File: src/rtl/pipe_stage_reg.sv
// Pipeline stage register with valid/ready handshake and flush; the empty stage presents NOP_VAL.
// Latency: 1 cycle from in to out, with no combinational in->out path.
// Backpressure: SKID=1 uses two entries and a registered in_ready; SKID=0 uses one entry and in_ready = out_ready | ~out_valid.
module pipe_stage_reg #(
    parameter int               WIDTH   = 32,
    parameter logic [WIDTH-1:0] NOP_VAL = '0,
    parameter int               SKID    = 1
) (
    input  logic             clk,
    input  logic             rst,
    input  logic             flush,
    input  logic             in_valid,
    output logic             in_ready,
    input  logic [WIDTH-1:0] in_data,
    output logic             out_valid,
    input  logic             out_ready,
    output logic [WIDTH-1:0] out_data,
    output logic [1:0]       occupancy
);

    if (SKID != 0) begin : g_skid
        typedef enum logic [1:0] {
            ST_EMPTY = 2'd0,
            ST_MAIN  = 2'd1,
            ST_BOTH  = 2'd2
        } state_t;

        state_t           state_q, state_d;
        logic [WIDTH-1:0] main_q, main_d;
        logic [WIDTH-1:0] skid_q, skid_d;
        logic             in_rdy_q;
        logic             accept, pop;

        assign accept = in_valid & in_rdy_q;
        assign pop    = (state_q != ST_EMPTY) & out_ready;

        always_comb begin
            state_d = state_q;
            main_d  = main_q;
            skid_d  = skid_q;
            if (flush) begin
                // A pop on this edge still completes downstream; only stage state is cleared.
                state_d = ST_EMPTY;
                main_d  = NOP_VAL;
                skid_d  = NOP_VAL;
            end else begin
                case (state_q)
                    ST_EMPTY: begin
                        if (accept) begin
                            state_d = ST_MAIN;
                            main_d  = in_data;
                        end
                    end
                    ST_MAIN: begin
                        if (accept && pop) begin
                            main_d = in_data;
                        end else if (accept) begin
                            state_d = ST_BOTH;
                            skid_d  = in_data;
                        end else if (pop) begin
                            state_d = ST_EMPTY;
                            main_d  = NOP_VAL;
                        end
                    end
                    ST_BOTH: begin
                        if (pop) begin
                            state_d = ST_MAIN;
                            main_d  = skid_q;
                            skid_d  = NOP_VAL;
                        end
                    end
                    default: begin
                        state_d = ST_EMPTY;
                        main_d  = NOP_VAL;
                        skid_d  = NOP_VAL;
                    end
                endcase
            end
        end

        always_ff @(posedge clk) begin
            if (rst) begin
                state_q  <= ST_EMPTY;
                main_q   <= NOP_VAL;
                skid_q   <= NOP_VAL;
                in_rdy_q <= 1'b1;
            end else begin
                state_q  <= state_d;
                main_q   <= main_d;
                skid_q   <= skid_d;
                // Registered copy of (state != BOTH), computed from the next state.
                in_rdy_q <= (state_d != ST_BOTH);
            end
        end

        assign in_ready  = in_rdy_q;
        assign out_valid = (state_q != ST_EMPTY);
        assign out_data  = main_q;
        assign occupancy = (state_q == ST_BOTH) ? 2'd2 :
                           (state_q == ST_MAIN) ? 2'd1 : 2'd0;
    end else begin : g_single
        logic [WIDTH-1:0] data_q;
        logic             vld_q;
        logic             accept, pop;

        assign in_ready = out_ready | ~vld_q;
        assign accept   = in_valid & in_ready;
        assign pop      = vld_q & out_ready;

        always_ff @(posedge clk) begin
            if (rst || flush) begin
                data_q <= NOP_VAL;
                vld_q  <= 1'b0;
            end else if (accept) begin
                data_q <= in_data;
                vld_q  <= 1'b1;
            end else if (pop) begin
                data_q <= NOP_VAL;
                vld_q  <= 1'b0;
            end
        end

        assign out_valid = vld_q;
        assign out_data  = data_q;
        assign occupancy = {1'b0, vld_q};
    end

endmodule

File: config.mk
export PLATFORM = sky130hd
export DESIGN_NAME = pipe_stage_reg
export DESIGN_NICKNAME = d
export VERILOG_FILES = /design/src/rtl/pipe_stage_reg.sv
export SDC_FILE = /design/constraint.sdc
export NUM_CORES = 1
export LEC_CHECK = 0
export ABC_AREA = 1
export CAP_MARGIN = 20
export CORE_MARGIN = 3
export CORE_UTILIZATION = 54
export CTS_CLUSTER_DIAMETER = 200
export DETAILED_ROUTE_END_ITERATION = 10
export PLACE_DENSITY = 0.82
export SLEW_MARGIN = 20
export SYNTH_ARGS = -nofsm -noshare
export SYNTH_HDL_FRONTEND = slang
export SYNTH_SLANG_ARGS = --single-unit
File: constraint.sdc
create_clock -name clk -period 3.1 [get_ports clk]
set_input_delay 0.31 -clock clk [delete_from_list [all_inputs] [get_ports clk]]
set_output_delay 0.31 -clock clk [all_outputs]
set_load 0.05 [all_outputs]
* After elaboration in Yosys (flattened, before gate mapping)
Index checks and enable logic that the tools add are counted.
W data, S select, Z words.
** Operators by class
- Equality and inequality tests :: 9
- Mux-type cells :: 17
- Bitwise gates (word level) :: 3
- Reduce and logical (&&, ||, !) cells :: 6
** Operator list (count)
- $mux W32 :: 6
- $pmux W32 S3 :: 2
- $mux W2 :: 7
- $ne A2 B2 Y1 const B :: 5
- $reduce_and A4 Y1 :: 2
- $ne A3 B3 Y1 const B :: 2
- $pmux W2 S3 :: 1
- $and A1 B1 Y1 :: 2
- $eq A2 B1 Y1 const B :: 1
- $eq A2 B2 Y1 const B :: 1
- $logic_not A2 Y1 :: 1
- $reduce_bool A2 Y1 :: 1
- $reduce_or A2 Y1 :: 1
- $logic_and A1 B1 Y1 :: 1
- $mux W1 :: 1
- $not A1 Y1 :: 1
** Storage, ports and cells
- Bits in registers :: 67
- Input port bits :: 37
- Output and inout bits :: 36
- Logic and storage cells :: 39

* Logic depth before layout (Yosys ltp)
Gate-level depths: netlist of the first run.
- Depth after elaboration :: 8
- Gate-level depth with buffers :: 9
- Mapped depth without buffers :: 7

* Worst setup path before layout of the first run
OpenSTA, ideal clock, no wires.
- Kind :: flip-flop to flip-flop
- Start point :: register g_skid.in_rdy_q, in the netlist in_ready
- End point :: register g_skid.main_q[10], in the netlist out_data[10]
- Setup time :: 0.070 ns
- Arrival time :: 1.494 ns
- Data required time :: 3.030 ns
- Path slack :: 1.535 ns
- Stages on the path, launching flop included :: 8
- Buffers on the path :: 1
- Clock period less this slack :: 1.565 ns
- Path through :: dfxtp_1 nand3_1 clkinv_1 buf_1 nand2_1 nand2_1 nand2_1 a21oi_1
** Between the ends
- Word-level cells in the longest chain between the ends :: 4
- Elaborated cells between the ends (all ways) :: 8
- Those cells by class :: 3 x eq/ne; 2 x mux; 1 x bitwise; 2 x reduce/logical
** Ends and longest elaborated chain
- start, declared :: line 31 : logic in_rdy_q;
- start signal, assigned :: line 92 : in_rdy_q <= (state_d != ST_BOTH);
- $and A1 B1 Y1 (*) :: line 34 : assign accept = in_valid & in_rdy_q;
- $logic_and A1 B1 Y1 :: line 55 : if (accept && pop) begin
- $ne A3 B3 Y1 (no line) / $mux W32 (equally long branches)
- $reduce_and A4 Y1 (no line) / $pmux W32 S3 (equally long branches)
- end signal, assigned :: line 89 : main_q <= main_d;
- end, declared :: line 29 : logic [WIDTH-1:0] main_q, main_d;
Every way passes the cells marked *; elsewhere a longest branch is shown, timed or not.
A chain may end at the register's enable or synchronous reset.

* Worst setup path after layout of the first run
- Start point :: register g_skid.state_q[1]
- End point :: output occupancy[0]
** Between the ends
- Word-level cells in the longest chain between the ends :: 3
- Elaborated cells between the ends (all ways) :: 4
- Those cells by class :: 2 x eq/ne; 2 x mux
** Ends and longest elaborated chain
- start, declared :: line 28 : state_t state_q, state_d;
- start signal, assigned :: line 88 : state_q <= state_d;
- $eq A2 B1 Y1 :: line 100 : (state_q == ST_MAIN) ? 2'd1 : 2'd0;
- $mux W1 :: line 100
- $mux W2 (*) :: line 99 : assign occupancy = (state_q == ST_BOTH) ? 2'd2 :
- end, declared :: line 18 : output logic [1:0] occupancy
Marks and branches as above.

==> results of run 1 <==
-- power by group through the flow --
| stage | Clock (uW) | Combinational [uW] | Sequential [uW] |
|---|---|---|---|
| 2_1_floorplan | 0 | 155 | 965 |
| 3_3_place_gp | 0 | 324 | 912 |
| 3_5_place_dp | 0 | 327 | 912 |
| 4_1_cts | 635 | 329 | 893 |
| 5_1_grt | 674 | 362 | 895 |
| 6_report | 620 | 329 | 893 |
-- flip-flops by register name, indices dropped and copies added, names as in the netlist --
name and count:
g_skid.skid_q 32, in_ready 1, g_skid.state_q 2, out_data 32
-- cell families (layout without fill, tap and decap cells) --
group	after synthesis	in the layout
compound gates	67	67
buf+inv	92	158
flops	67	67
simple gates	325	325
-- layout make-up --
class	instances	area [um^2]
Multi-Input combinational cell	392	1600
Fill cell	503	1510
Sequential cell	67	1340
Timing Repair Buffer	83	821
Inverter	60	225
Clock buffer	12	145
Tap cell	72	90.1
Clock inverter	3	15.0
-- per-layer routing --
layer	GRT usage (%)	up-vias
met4	8.20	0
met3	5.50	12
met5	0	-
met1	30.5	1523
li1	-	1789
met2	41.8	95
-- through the flow --
stage	total power, uW	area [um^2]	worst slack (ns)
2_1_floorplan	1120	3320	1.54
3_3_place_gp	1240	4080	0.968
3_5_place_dp	1240	4080	0.868
4_1_cts	1860	4240	0.593
5_1_grt	1930	4240	0.408
6_report	1840	4240	0.584
-- synthesized netlist by cell type, drive strengths merged --
| cell type | n | share of area, % |
|---|---|---|
| o21bai | 1 | 0.23 |
| o21ai | 32 | 4.8 |
| clkinv | 2 | 0.23 |
| dfxtp | 67 | 40 |
| a21oi | 34 | 5.1 |
| and2 | 1 | 0.19 |
| clkbuf | 10 | 1.1 |
| inv | 58 | 6.6 |
| nor3 | 1 | 0.15 |
| nand3 | 23 | 3.5 |
| nor2 | 111 | 13 |
| nand2 | 189 | 21 |
| buf | 22 | 3.6 |
-- final timing paths --
path | from | end | slack, ns | cells past startpoint
min | out_data[8] | out_data[8] | 0.47 | 2
min reg2reg | out_data[8] | out_data[8] | 0.47 | 2
max reg2reg | g_skid.state_q[1] | out_data[29] | 0.83 | 7
max | g_skid.state_q[1] | occupancy[0] | 0.58 | 5
-- worst max-delay path, delay by kind of cell (launching register included) --
family,cells,cell delay [ns]
DFF,1,0.74
and+or+nand+nor,1,0.39
buffers and inverters,4,0.74
==> results.cfg, run 1 <==
[timing]
final.period_utilization_pct = 81.2
hold_ws_ns = 0.465
fmax_ghz = 0.397
max-slew-margin-rel_pct = 47.8
setup_viol = 0
fin_skew_ns = 0.00695
tightest_slew_ns = 0.781
rsz0062_at_grt = false
maxSlewViolCount = 0
finalCriticalPeriod_ns = 2.52
hold_violations = 0
finalSetupTns_ns = 0

[power]
power.net_switching_uw = 533
p_int_uw = 1310
powerDensity_mw_per_mm2 = 434
power_leakage_uw = 0.00198
swShare_pct = 28.9
p_seq_share_pct = 48.5
irDropWorstVdd_mv = 0.294
power_frac_clock_pct = 33.7
pwr-share-comb_pct = 17.8

[cells_and_area]
syn_to_final_growth_pct = 27.6
utilization_pct = 73.8
mostFrequentLayoutCells = nand2_1, nor2_1, clkdlybuf4s50_1
final_cells = 689
diodes = 0
final_common_cell = nand2_1
drive_above_1_share_pct = 4.86
nets = 650

[critical_path]
cp_data_required_time_ns = 2.79
worst_setup_path_end_kind = output port
cp-start-kind = register
arrival_ns = 2.21
path_class = register to output port
critical-path-slowest-cell = dfxtp_1
cp_slowest_stage_delay_ns = 0.74
worstPathCellList = inv_1 -> nand2_1 -> buf_4 -> inv_1 -> buf_4
crit_fanout = 19

[clock_tree]
htree_num_levels = 3
post_cts_resized = 0
cts_made_buffers = 9
clockBufferDepth = 2
cts_tree = yes
clock_sinks = 67
ctsHoldBuffers = 0
clkTransAtPathRegs_ns = 0.07
clockRootBuffer = clkbuf_8
cts_setup_buffers = 0
insertion_delay_ns = 0.34

[global_route]
first_global_vias = 3165
grt_pass1_wl_mm = 14.3
grt_use_total_pct = 24.5
antenna_found_initial = 0
grt_overflow_total = 0
grt_start_max_net_pins = 33

[floorplanning]
num_rows = 27
dieArea_mm2 = 0.00713
core_area_mm2 = 0.00574
ios = 73
die_x_um = 84.4
initial_core_util_pct = 57.8
die_height_um = 84.4

[synthesis]
yosys_warnings = 0
syn_inst = 551
synth-xor-area-share_pct = 0
synth_fa_ha_area_share_pct = 0
yosysSeqAreaShare_pct = 40.4
synthMuxAreaShare_pct = 0
avgSynthCellArea_um2 = 6.03
synth_compound_area_share_pct = 10.2
syn_nets = 588
netlist_area_mm2 = 0.00332
synthDistinctLibCells = 17
yosys.area_share.simple_pct = 37.9
synth_top_family_by_area = simple AND/OR/NAND/NOR gates
synth-seq-cells = 67

[run_status]
status = completed

[placed_design]
dp.cells = 674
gp_congestion = 0.866
hpwlAfterDp_mm = 5.42
portBuffers = 72

[detailed_routing]
firstDrtPassIters = 4
highest_layer = met4
totalWireLength_mm = 8.37
wl_per_cell_um = 12.1
vias_per_cell = 4.96
wl_met1_mm = 3.81
via_count = 3419
drt-initial-drc-count = 179
dr_wl_met3_um = 487
wl_met2_mm = 3.96
drc = 0
ant_nets = 0

[min_path]
hold_class = register to register

[job]
cap_violations = 0
No activity file was read; power rests on OpenSTA's default activity.
==> run 2, diff against run 1 <==
--- a/config.mk
+++ b/config.mk
@@ -8,10 +8,10 @@
 export ABC_AREA = 1
 export CAP_MARGIN = 20
 export CORE_MARGIN = 3
-export CORE_UTILIZATION = 54
+export CORE_UTILIZATION = 46
 export CTS_CLUSTER_DIAMETER = 200
 export DETAILED_ROUTE_END_ITERATION = 10
-export PLACE_DENSITY = 0.82
+export PLACE_DENSITY = 0.74
 export SLEW_MARGIN = 20
 export SYNTH_ARGS = -nofsm -noshare
 export SYNTH_HDL_FRONTEND = slang
==> constraint.sdc (replaced) <==
create_clock -name clk -period 2.1 [get_ports clk]
set_input_delay 0.21 -clock clk [delete_from_list [all_inputs] [get_ports clk]]
set_output_delay 0.21 -clock clk [all_outputs]
set_load 0.05 [all_outputs]
==> run 2 against run 1 <==
Net effect:
- critical endpoint is now occupancy[1]
- routed wire length grew 3.7%
- via count up 1.4%
- highest routed layer unchanged
- critical path type unchanged
- first-iteration DRC count is 13% higher
- critical path depth fell by 1
- global-route usage decreased by 2.1 points
- combinational power is 50% higher
==> results.cfg, run 2 (synthesis results as in run 1) <==
[timing]
finalCriticalPeriod_ns = 1.80
final.period_utilization_pct = 85.9
fin_skew_ns = 0.00805
fmax_ghz = 0.554
finalSetupTns_ns = 0
rsz0062_at_grt = false
max-slew-margin-rel_pct = 63.6
maxSlewViolCount = 0
tightest_slew_ns = 0.543
hold_violations = 0
setup_viol = 0

[detailed_routing]
wl_met2_mm = 4.21
drt-initial-drc-count = 202
totalWireLength_mm = 8.68
wl_per_cell_um = 12.1
ant_nets = 0
dr_wl_met3_um = 559
drc = 0
wl_met1_mm = 3.84
vias_per_cell = 4.82
firstDrtPassIters = 4
via_count = 3468
highest_layer = met4

[placed_design]
dp.cells = 704
hpwlAfterDp_mm = 5.79
gp_congestion = 0.808
portBuffers = 72

[floorplanning]
die_x_um = 91.0
dieArea_mm2 = 0.00827
num_rows = 30
ios = 73
die_height_um = 91.0
core_area_mm2 = 0.00691
initial_core_util_pct = 48.1

[min_path]
hold_class = register to register
holdPathStages = 2

[critical_path]
reg2regPathDepth = 7
worst_setup_path_end_kind = output port
cp_slowest_stage_delay_ns = 0.37
arrival_ns = 1.59
worstPathCellList = inv_1 -> nor2_1 -> buf_4 -> buf_12
path_class = register to output port
crit_fanout = 10
cp_data_required_time_ns = 1.89
critical-path-slowest-cell = dfxtp_1
cp-start-kind = register

[clock_tree]
post_cts_resized = 0
ctsHoldBuffers = 0
clockBufferDepth = 2
htree_num_levels = 3
clock_sinks = 67
cts_made_buffers = 9
insertion_delay_ns = 0.34
cts_tree = yes
clockRootBuffer = clkbuf_8
cts_setup_buffers = 0
clkTransAtPathRegs_ns = 0.08

[global_route]
antenna_found_initial = 0
grt_pass1_wl_mm = 15.4
grt_use_total_pct = 22.4
grt_start_max_net_pins = 35
first_global_vias = 3316
grt_overflow_total = 0

[cells_and_area]
diodes = 0
final_common_cell = nand2_1
mostFrequentLayoutCells = nand2_1, nor2_1, clkdlybuf4s50_1
syn_to_final_growth_pct = 30.8
drive_above_1_share_pct = 6.25
final_cells = 720
nets = 656
utilization_pct = 62.9

[power]
irDropWorstVdd_mv = 0.422
total_power_uw = 2900
powerDensity_mw_per_mm2 = 667
power_leakage_uw = 0.00201

[job]
cap_violations = 0

[run_status]
status = completed
-- run 2: final timing paths --
| path | from | end | slack, ns |
|---|---|---|---|
| worst max-delay path | g_skid.state_q[1] | occupancy[1] | 0.30 |
| worst min-delay path | out_data[5] | out_data[5] | 0.46 |
| worst max register to register | g_skid.state_q[0] | g_skid.skid_q[29] | 0.49 |
| worst min register to register | out_data[5] | out_data[5] | 0.46 |
-- run 2: final cells by class --
class | instances | area (um^2)
Inverter | 60 | 225
Tap cell | 96 | 120
Sequential cell | 67 | 1340
Multi-Input combinational cell | 392 | 1600
Clock buffer | 10 | 138
Fill cell | 702 | 2560
Clock inverter | 6 | 65.1
Timing Repair Buffer | 89 | 853
-- run 2: where the power goes --
part           switching, uW  leakage (uW)  internal [uW]
sequential              16.9      0.000543           1300
combinational            306       0.00137            188
clock                    506     0.0000905            578
-- run 2: worst max-delay path: cells and delay by family (launching register included) --
kind,cells,cell delay [ns]
simple gates,1,0.35
flops,1,0.37
buf+inv,3,0.53
-- run 2: metrics by stage --
stage	worst slack [ns]	instance area (um^2)	hold slack (ns)
2_1_floorplan	0.535	3320	0.366
3_3_place_gp	0.353	4140	0.452
3_5_place_dp	0.237	4140	0.453
4_1_cts	0.301	4340	0.464
5_1_grt	0.160	4340	0.477
6_report	0.296	4340	0.464
-- run 2: layer usage --
layer	track usage, %	vias up
met1	28.3	1562
li1	-	1800
met3	6.38	4
met2	37.3	102
met5	0	-
met4	6.03	0
==> run 3, diff against run 2 <==
==> constraint.sdc (replaced) <==
create_clock -name clk -period 1.5 [get_ports clk]
set_input_delay 0.15 -clock clk [delete_from_list [all_inputs] [get_ports clk]]
set_output_delay 0.15 -clock clk [all_outputs]
set_load 0.05 [all_outputs]
==> run 3 against run 2 <==
Net effect:
- final cell count is 1.5% higher
- hold slack hardly changed
- global-route usage is 0.29 points lower
- final area is 2.0% higher
- critical endpoint is now occupancy[0]
- register-to-register slack worse by 0.34 ns
- clock skew is 0.00071 ns lower
- highest routed layer unchanged
==> results.cfg, run 3 (synthesis results as in run 1) <==
[clock_tree]
cts_tree = yes
clkTransAtPathRegs_ns = 0.07
cts_made_buffers = 9
clockRootBuffer = clkbuf_8
clockBufferDepth = 2
ctsHoldBuffers = 0
insertion_delay_ns = 0.34
clock_sinks = 67
htree_num_levels = 3

[detailed_routing]
highest_layer = met4
wl_met2_mm = 4.03
wl_met1_mm = 3.87
vias_per_cell = 4.76
wl_per_cell_um = 11.8
dr_wl_met3_um = 598
firstDrtPassIters = 4
drt-initial-drc-count = 138
via_count = 3479
ant_nets = 0
drc = 0
totalWireLength_mm = 8.62

[job]
cap_violations = 0

[timing]
rsz0062_at_grt = false
fmax_ghz = 0.698
maxSlewViolCount = 0
finalSetupTns_ns = 0
finalCriticalPeriod_ns = 1.43
fin_skew_ns = 0.00733
hold_ws_ns = 0.465
setup_viol = 0
hold_violations = 0
final.period_utilization_pct = 95.4
setup_slack_ns = 0.0683
tightest_slew_ns = 0.291
max-slew-margin-rel_pct = 80.6

[cells_and_area]
syn_to_final_growth_pct = 33.3
final_common_cell = nand2_1
nFillCells = 661
final_area_mm2 = 0.00443
mostFrequentLayoutCells = nand2_1, nor2_1, dfxtp_1
drive_above_1_share_pct = 13.9
diodes = 0
nets = 668

[placed_design]
dpl_cell_area_mm2 = 0.00420
hpwlAfterDp_mm = 6.03
portBuffers = 72
gp_congestion = 0.841
dpl_worst_slack_ns = -0.0682

[power]
p_seq_share_pct = 45.2
swShare_pct = 27.4
p_int_uw = 2960
irDropWorstVdd_mv = 0.612
powerDensity_mw_per_mm2 = 921
power_leakage_uw = 0.00216
power.net_switching_uw = 1120
pwr-share-comb_pct = 17.8
power_frac_clock_pct = 37.0
total_power_uw = 4080

[global_route]
grt_pass1_wl_mm = 14.9
first_global_vias = 3252
antenna_found_initial = 0
grt_start_max_net_pins = 32
grt_use_total_pct = 22.1
grt_overflow_total = 0

[run_status]
status = completed

[critical_path]
cp_data_required_time_ns = 1.35
cp-start-kind = register
worstReg2RegStart = g_skid.state_q[1]
worst_setup_path_end_kind = output port
r2r_setup_slack_ns = 0.15
crit_fanout = 18
worstReg2RegEnd = out_data[11]
path_class = register to output port
arrival_ns = 1.28
reg2regPathDepth = 9

[floorplanning]
core_area_mm2 = 0.00691
die_height_um = 91.0
dieArea_mm2 = 0.00827
num_rows = 30
die_x_um = 91.0
ios = 73
initial_core_util_pct = 48.1

[min_path]
whs_endpoint = out_data[2]
hold_class = register to register
holdPathStages = 2
hp-start = out_data[2]
==> run 3: routing by layer <==
| layer | track usage (%) | vias to the layer above |
|---|---|---|
| met2 | 36.1 | 104 |
| met5 | 0 | - |
| met3 | 5.80 | 9 |
| li1 | - | 1821 |
| met1 | 28.3 | 1545 |
| met4 | 7.16 | 0 |
==> run 3: area by class of cell <==
type                       instances  area, um^2  share of cell area [%]
inverter                          60         228                    5.14
clock buffer                      13         159                    3.59
timing repair buffer             101         931                    21.0
clock inverter                     2        35.0                   0.791
tap                               96         120                    2.71
multi-input combinational        392        1610                    36.3
sequential                        67        1350                    30.4
==> run 3: power by group through the flow <==
stage          registers (uW)  logic, uW  clock network (uW)
2_1_floorplan            1990        321                   0
3_3_place_gp             1880        711                   0
3_5_place_dp             1890        720                   0
4_1_cts                  1840        731                1530
5_1_grt                  1850        804                1610
6_report                 1840        726                1510
==> run 3: worst max-delay path by stage <==
| stage | endpoint | slack (ns) | from | cells past startpoint |
|---|---|---|---|---|
| after floorplan | g_skid.skid_q[12] | 0.10 | g_skid.state_q[1] | 7 |
| after global placement | g_skid.skid_q[4] | -0.01 | out_ready | 8 |
| after detailed placement | out_data[11] | -0.07 | out_ready | 8 |
| after CTS | occupancy[0] | 0.05 | g_skid.state_q[1] | 5 |
| after global routing | occupancy[0] | 0.002 | g_skid.state_q[1] | 5 |
| final | occupancy[0] | 0.07 | g_skid.state_q[1] | 5 |
==> run 3: worst max-delay path, stage by stage, from the launching register on <==
cell and delay (ns):
dfxtp_4 0.38, inv_4 0.08, nand2_2 0.07, buf_12 0.16
inv_1 0.09, buf_6 0.16
==> run 3: timing repair <==
item	in CTS	in global routing
gates cloned	0	0
setup buffers	2	0
gates resized for setup	8	2
endpoints found under the setup margin	3	2
==> run 3: metrics by stage <==
stage	cells	utilization [%]
finish	731	64.1
global route	731	64.1
CTS	731	64.0
detailed placement	714	60.8
global placement	714	60.8
floorplan	551	-
